## config.mk

```make
export PLATFORM = sky130hd
export DESIGN_NAME = controlador_despacho_flat
export DESIGN_NICKNAME = d
export VERILOG_FILES = /design/src/rtl/controlador_despacho_if.sv /design/src/rtl/controlador_despacho.sv /design/src/flat_wrapper.sv
export SDC_FILE = /design/constraint.sdc
export NUM_CORES = 1
export LEC_CHECK = 0
export BUFFER_PORTS_ARGS = -buffer_cell sky130_fd_sc_hd__buf_2
export CAP_MARGIN = 0
export CORE_ASPECT_RATIO = 0.9
export CORE_UTILIZATION = 59
export DETAILED_ROUTE_END_ITERATION = 16
export PLACE_DENSITY_LB_ADDON = 0.15
export SYNTH_ARGS = -nofsm -noshare
export SYNTH_HDL_FRONTEND = slang
export SYNTH_SLANG_ARGS = --single-unit
export TNS_END_PERCENT = 20
```

## constraint.sdc

```tcl
create_clock -name clk -period 2.2 [get_ports clk]
set_input_delay 0.22 -clock clk [delete_from_list [all_inputs] [get_ports clk]]
set_output_delay 0.22 -clock clk [all_outputs]
set_load 0.01 [all_outputs]
```

## src/rtl/controlador_despacho_if.sv

```systemverilog
// Dispense-sequencer bus: credit events, slot/restock requests, sensor in; motor, coin and status out.
// The master drives stimulus and requests, the slave is the dispense sequencer.
interface controlador_despacho_if #(
  parameter int unsigned NUM_SLOTS = 4
);
  logic                 credito_valido;
  logic [2:0]           credito;
  logic [1:0]           seleccion;
  logic                 sensor;
  logic                 reponer;
  logic [1:0]           slot_reponer;
  logic [NUM_SLOTS-1:0] motor;
  logic                 moneda_cambio;
  logic                 vendido;
  logic                 error;
  logic                 ocupado;
  logic [NUM_SLOTS-1:0] agotado;

  modport master (
    output credito_valido, credito, seleccion, sensor, reponer, slot_reponer,
    input  motor, moneda_cambio, vendido, error, ocupado, agotado
  );

  modport slave (
    input  credito_valido, credito, seleccion, sensor, reponer, slot_reponer,
    output motor, moneda_cambio, vendido, error, ocupado, agotado
  );
endinterface

```

## src/rtl/controlador_despacho.sv

```systemverilog
// Dispense sequencer: validates a credit event against price and stock, pulses the slot motor,
// waits for the drop sensor with a timeout, then pays change or a refund one coin at a time.
module controlador_despacho #(
  parameter int unsigned NUM_SLOTS    = 4,
  parameter int unsigned PRECIO       = 3,
  parameter int unsigned STOCK_MAX    = 7,
  parameter int unsigned MOTOR_CYCLES = 4,
  parameter int unsigned TIMEOUT      = 16
) (
  input logic                    clk,
  input logic                    reset,
  controlador_despacho_if.slave  bus_if
);

  localparam int unsigned CRED_W  = 3;
  localparam int unsigned SEL_W   = 2;
  localparam int unsigned STOCK_W = 4;
  localparam int unsigned CNT_W   = 8;

  localparam logic [CRED_W-1:0]  PRECIO_C   = CRED_W'(PRECIO);
  localparam logic [STOCK_W-1:0] STOCK_INIT = STOCK_W'(STOCK_MAX);
  localparam logic [CNT_W-1:0]   MOT_LAST   = CNT_W'(MOTOR_CYCLES - 1);
  localparam logic [CNT_W-1:0]   TO_LAST    = CNT_W'(TIMEOUT - 1);

  typedef enum logic [2:0] {
    IDLE,
    CHECK,
    DISPENSE,
    WAIT_SENSOR,
    CAMBIO
  } state_e;

  state_e               state_q;
  logic [CRED_W-1:0]    cred_q;
  logic [SEL_W-1:0]     sel_q;
  logic [CRED_W-1:0]    cambio_q;
  logic [CNT_W-1:0]     cnt_q;
  logic                 fase_q;
  logic [NUM_SLOTS-1:0] motor_q;
  logic                 moneda_q;
  logic                 vendido_q;
  logic                 error_q;
  logic                 ocupado_q;
  logic [STOCK_W-1:0]   stock_q [NUM_SLOTS];
  logic [STOCK_W-1:0]   stock_d [NUM_SLOTS];

  logic [STOCK_W-1:0]   stock_sel_c;
  logic [NUM_SLOTS-1:0] motor_sel_c;
  logic                 compra_ok_c;
  logic                 dec_en_c;
  logic [NUM_SLOTS-1:0] agotado_c;

  // Selected-slot decode; a selection with no matching slot reads as empty stock and is refunded.
  always_comb begin
    stock_sel_c = '0;
    motor_sel_c = '0;
    for (int unsigned i = 0; i < NUM_SLOTS; i++) begin
      if (sel_q == SEL_W'(i)) begin
        stock_sel_c    = stock_q[i];
        motor_sel_c[i] = 1'b1;
      end
    end
    compra_ok_c = (stock_sel_c != '0) && (cred_q >= PRECIO_C);
    dec_en_c    = (state_q == CHECK) && compra_ok_c;
  end

  // Stock next state: restock is applied last so it overrides a same-cycle decrement.
  always_comb begin
    for (int unsigned i = 0; i < NUM_SLOTS; i++) begin
      stock_d[i] = stock_q[i];
      if (dec_en_c && (sel_q == SEL_W'(i)) && (stock_q[i] != '0)) begin
        stock_d[i] = stock_q[i] - STOCK_W'(1);
      end
      if (bus_if.reponer && (bus_if.slot_reponer == SEL_W'(i))) begin
        stock_d[i] = STOCK_INIT;
      end
    end
  end

  always_comb begin
    agotado_c = '0;
    for (int unsigned i = 0; i < NUM_SLOTS; i++) begin
      agotado_c[i] = (stock_q[i] == '0);
    end
  end

  always_ff @(posedge clk or negedge reset) begin
    if (!reset) begin
      state_q   <= IDLE;
      cred_q    <= '0;
      sel_q     <= '0;
      cambio_q  <= '0;
      cnt_q     <= '0;
      fase_q    <= 1'b0;
      motor_q   <= '0;
      moneda_q  <= 1'b0;
      vendido_q <= 1'b0;
      error_q   <= 1'b0;
      ocupado_q <= 1'b0;
      for (int unsigned i = 0; i < NUM_SLOTS; i++) begin
        stock_q[i] <= STOCK_INIT;
      end
    end else begin
      stock_q   <= stock_d;
      vendido_q <= 1'b0;
      error_q   <= 1'b0;
      case (state_q)
        IDLE: begin
          if (bus_if.credito_valido && (bus_if.credito != '0)) begin
            cred_q    <= bus_if.credito;
            sel_q     <= bus_if.seleccion;
            ocupado_q <= 1'b1;
            state_q   <= CHECK;
          end
        end
        CHECK: begin
          fase_q <= 1'b0;
          if (compra_ok_c) begin
            cambio_q <= cred_q - PRECIO_C;
            motor_q  <= motor_sel_c;
            cnt_q    <= '0;
            state_q  <= DISPENSE;
          end else begin
            cambio_q <= cred_q;
            state_q  <= CAMBIO;
          end
        end
        DISPENSE: begin
          if (cnt_q == MOT_LAST) begin
            motor_q <= '0;
            cnt_q   <= '0;
            state_q <= WAIT_SENSOR;
          end else begin
            cnt_q <= cnt_q + CNT_W'(1);
          end
        end
        WAIT_SENSOR: begin
          // A drop seen on the final allowed cycle still counts as a sale.
          if (bus_if.sensor) begin
            vendido_q <= 1'b1;
            fase_q    <= 1'b0;
            state_q   <= CAMBIO;
          end else if (cnt_q == TO_LAST) begin
            error_q  <= 1'b1;
            cambio_q <= cred_q;
            fase_q   <= 1'b0;
            state_q  <= CAMBIO;
          end else begin
            cnt_q <= cnt_q + CNT_W'(1);
          end
        end
        CAMBIO: begin
          if (fase_q) begin
            moneda_q <= 1'b0;
            fase_q   <= 1'b0;
          end else if (cambio_q == '0) begin
            ocupado_q <= 1'b0;
            state_q   <= IDLE;
          end else begin
            moneda_q <= 1'b1;
            cambio_q <= cambio_q - CRED_W'(1);
            fase_q   <= 1'b1;
          end
        end
        default: begin
          state_q <= IDLE;
        end
      endcase
    end
  end

  assign bus_if.motor         = motor_q;
  assign bus_if.moneda_cambio = moneda_q;
  assign bus_if.vendido       = vendido_q;
  assign bus_if.error         = error_q;
  assign bus_if.ocupado       = ocupado_q;
  assign bus_if.agotado       = agotado_c;

endmodule

```

## src/flat_wrapper.sv

```systemverilog
// flat-port wrapper written by rule: the top's interface ports become plain ports
module controlador_despacho_flat 
#(
  parameter int unsigned NUM_SLOTS    = 4,
  parameter int unsigned PRECIO       = 3,
  parameter int unsigned STOCK_MAX    = 7,
  parameter int unsigned MOTOR_CYCLES = 4,
  parameter int unsigned TIMEOUT      = 16
)
  (clk, reset, bus_if_credito_valido, bus_if_credito, bus_if_seleccion, bus_if_sensor, bus_if_reponer, bus_if_slot_reponer, bus_if_motor, bus_if_moneda_cambio, bus_if_vendido, bus_if_error, bus_if_ocupado, bus_if_agotado);
  controlador_despacho_if #(.NUM_SLOTS(NUM_SLOTS)) bus_if_i ();
  input logic clk;
  input logic reset;
  input wire logic [$bits(bus_if_i.credito_valido)-1:0] bus_if_credito_valido;
  input wire logic [$bits(bus_if_i.credito)-1:0] bus_if_credito;
  input wire logic [$bits(bus_if_i.seleccion)-1:0] bus_if_seleccion;
  input wire logic [$bits(bus_if_i.sensor)-1:0] bus_if_sensor;
  input wire logic [$bits(bus_if_i.reponer)-1:0] bus_if_reponer;
  input wire logic [$bits(bus_if_i.slot_reponer)-1:0] bus_if_slot_reponer;
  output wire logic [$bits(bus_if_i.motor)-1:0] bus_if_motor;
  output wire logic [$bits(bus_if_i.moneda_cambio)-1:0] bus_if_moneda_cambio;
  output wire logic [$bits(bus_if_i.vendido)-1:0] bus_if_vendido;
  output wire logic [$bits(bus_if_i.error)-1:0] bus_if_error;
  output wire logic [$bits(bus_if_i.ocupado)-1:0] bus_if_ocupado;
  output wire logic [$bits(bus_if_i.agotado)-1:0] bus_if_agotado;
  assign bus_if_i.credito_valido = bus_if_credito_valido;
  assign bus_if_i.credito = bus_if_credito;
  assign bus_if_i.seleccion = bus_if_seleccion;
  assign bus_if_i.sensor = bus_if_sensor;
  assign bus_if_i.reponer = bus_if_reponer;
  assign bus_if_i.slot_reponer = bus_if_slot_reponer;
  assign bus_if_motor = bus_if_i.motor;
  assign bus_if_moneda_cambio = bus_if_i.moneda_cambio;
  assign bus_if_vendido = bus_if_i.vendido;
  assign bus_if_error = bus_if_i.error;
  assign bus_if_ocupado = bus_if_i.ocupado;
  assign bus_if_agotado = bus_if_i.agotado;
  controlador_despacho #(.NUM_SLOTS(NUM_SLOTS), .PRECIO(PRECIO), .STOCK_MAX(STOCK_MAX), .MOTOR_CYCLES(MOTOR_CYCLES), .TIMEOUT(TIMEOUT)) u_core (.clk(clk), .reset(reset), .bus_if(bus_if_i));
endmodule
```

==> summary.txt <==
STA
  – Max-slew headroom: 0.587
  – Fin crit period: 2.07 ns
  – Max-slew violation count: 0
  – Setup violators final: 0
  – Setup TNS: 0 ns
  – Final hold vios: 0
  – Tcrit/Tclk final: 0.941
  – Maximum clock rate: approximately 480 MHz
  – Fin Clk Skew: roughly 0.012 ns
  – Worst-Margin Slew: 0.617 ns
  – Unrepaired setup endpoints after global routing: false

Global route
  – GR met2 Demand/Resource: 0.404
  – Vias in the first global route: 1902
  – GR Layer Usage met3: 0.0615
  – First-pass GRT wire length: around 9000 µm
  – Met1 usage: 0.361
  – Initial antenna violation count: 0
  – GR peak layer: met2
  – Total global routing overflow: 0
  – Gr usage total: 0.259
  – Largest net degree at the start of global routing: 45

Synth
  – Yosys reg bits: between 40 and 50
  – EDFF count, synth: 0
  – Synth Area per Inst: 9.81 µm²
  – Synth cell count leaders: dfrtp_1 (32), nor2_1 (23), inv_1 (19), nand2_1 (17), nand3_1 (13)
  – Synth unique cells: 61
  – Most common cell in the netlist: dfrtp_1
  – Largest area contributor in the netlist: dfrtp_1
  – Syn Nets: 277
  – Post-synthesis sequential area ratio: 0.444
  – Main synth FF type: dfrtp_1
  – Asr flop ratio synth: 1.00
  – Syn Std Cell Area: ~0.0025 mm²
  – Syn Inst Count: 256
  – YS warnings: 0
  – Post-synth top area share: 0.319
  – Synth area leaders: dfrtp_1 (32%), dfstp_2 (13%), ha_1 (4.5%)

Status
  – Status: finished with violations
  – Violated checks: design-rule violations

Detailed routing
  – Via density: between 6 and 7
  – Routed vias: 2074
  – Drt first pass iters: 10
  – Routed wire length: between 5000 and 6000 µm
  – DRC Markers: 2
  – DR WL/cell: roughly 16 µm
  – 1st-iter DRT viols: roughly 140
  – Antenna-violating nets left: 0

Floorplanning
  – Row cnt: 22
  – Die Wd: 70.8 µm
  – Chip height: around 64 µm
  – IO Pins: 24
  – Core Area: between 0.004 and 0.005 mm²
  – Die area: ~0.0045 mm²
  – Initial Util: 0.616

Clocking
  – Root Buffer: clkbuf_8
  – Clk slew on worst S/H paths: around 0.090 ns
  – Clk_lat worst skew: 0.31 ns
  – CTS tree: built
  – H-tree depth: 2
  – Sink Count: 44
  – Max Buffers Root-to-Sink: 2
  – CTS buffer count: 5

Layout
  – Area Growth Syn to Fin: 13.2%
  – Final instance area: 0.00284 mm²
  – Nets: 308
  – N_diodes: 0
  – Fraction of layout cells with a size suffix above 1: 0.240

Critical path
  – Crit Path Max Fanout: 10
  – CP Data Required Time: between 2 and 2.5 ns
  – CP Class: flip-flop to flip-flop
  – Startpoint class of the critical path: flip-flop
  – CP Capture Type: flip-flop
  – Data arrival, critical path: around 2.3 ns

Placement
  – I/O Buffers: 23
  – Post-DP HPWL: ~3800 µm
  – Post-DP Area: 0.00271 mm²
  – Final Wtd Congestion: between 0.8 and 0.9

Power and ir drop
  – Maximum vdd drop: 0.000655 V
  – P_leak: roughly 1.3 nW
  – Total power: approximately 3.3 mW
  – Pwr dens: between 1000 and 1500 mW/mm²

Run
  – Max capacitance violation total: 0

Hold path
  – HP Class: input pin to flip-flop
[per-layer routing]
metal,share of wire,wire [µm]
met1,0.48,2530
met2,0.45,2390
met3,0.056,294
met4,0.015,78
met5,0,0
[placed cells by master (no fill, tap or decap), drive strengths merged, types with 9 or more instances in the layout]
cell type / count
o211ai: 12
o21ai: 11
nand3: 13
ha: 9
dfstp: 12
nor2: 23
buf: 30
nand2: 17
dfrtp: 32
inv: 20
[cells by family after synthesis]
| logic type | Yosys count | share of synthesized area |
|---|---|---|
| muxes | 9 | 0.0389 |
| AOI/OAI and AO/OA | 56 | 0.168 |
| adders and majority gates | 9 | 0.0448 |
| buffers and inverters | 28 | 0.0463 |
| xor gates and xnor gates | 9 | 0.0314 |
| and+or+nand+nor | 101 | 0.226 |
| DFF | 44 | 0.444 |
[where the power goes]
part | total [mW] | switching [mW] | internal [mW] | leakage (nW)
registers | 1.37 | 0.279 | 1.09 | 0.538
logic | 1.36 | 0.775 | 0.583 | 0.740
clock network | 0.542 | 0.288 | 0.254 | 0.0434
total | 3.27 | 1.34 | 1.93 | 1.32
[per-stage QoR]
step                       util  hold WS (ns)  cells  setup slack, ns
after global routing      0.698         0.132    336           0.0101
after detailed placement  0.666         0.218    327            0.101
after floorplan               -       -0.0756    256            0.181
final                     0.698         0.137    336            0.131
after global placement    0.666         0.217    327            0.186
after CTS                 0.693         0.133    336           0.0388
[layout make-up]
cell class,count,area [µm²]
Clock inverter,2,15.0
Sequential cell,44,1120
Clock buffer,6,82.6
Multi-Input combinational cell,184,1300
Inverter,21,78.8
Timing Repair Buffer,31,190
Tap cell,48,60.1
Fill cell,314,1230
[state kept, by name, summed over array words and instances (netlist names)]
register                     count
u_core.cambio_q                  3
u_core.bus_if.error              1
u_core.bus_if.moneda_cambio      1
u_core.cred_q                    3
u_core.stock_q                  16
u_core.fase_q                    1
u_core.sel_q                     2
u_core.bus_if.ocupado            1
u_core.bus_if.vendido            1
u_core.state_q                   3
u_core.bus_if.motor              4
u_core.cnt_q                     8
[what timing repair did]
item / in CTS / in global routing
gates resized for setup: 0 / 3
setup endpoints to repair: 0 / 5
hold buffers: 1 / 0
endpoints found under the hold margin: 32 / 0
setup buffers: 0 / 0
[critical path: stages, from the launching register on]
cell and delay [ns]:
dfrtp_1 0.44, ha_1 0.22, ha_1 0.18, a211oi_1 0.29
a41oi_2 0.14, o211ai_4 0.25, o21ai_4 0.11, mux2_1 0.32
[worst paths after layout]
check,from,to,slack (ns),depth (start not counted)
min,bus_if_seleccion[1],u_core.sel_q[1]$_DFFE_PN0P_,0.14,2
max in group asynchronous,reset,u_core.stock_q[13]$_DFFE_PN1P_,1.50,3
min in group asynchronous,reset,u_core.stock_q[3]$_DFFE_PN0P_,0.42,3
max,u_core.cred_q[0]$_DFFE_PN0P_,u_core.bus_if.motor[1]$_DFFE_PN0P_,0.13,7
max reg2reg,u_core.cred_q[0]$_DFFE_PN0P_,u_core.bus_if.motor[1]$_DFFE_PN0P_,0.13,7
min reg2reg,u_core.stock_q[9]$_DFFE_PN1P_,u_core.stock_q[9]$_DFFE_PN1P_,0.50,2
Note: power is estimated with default switching activity, not from simulation.
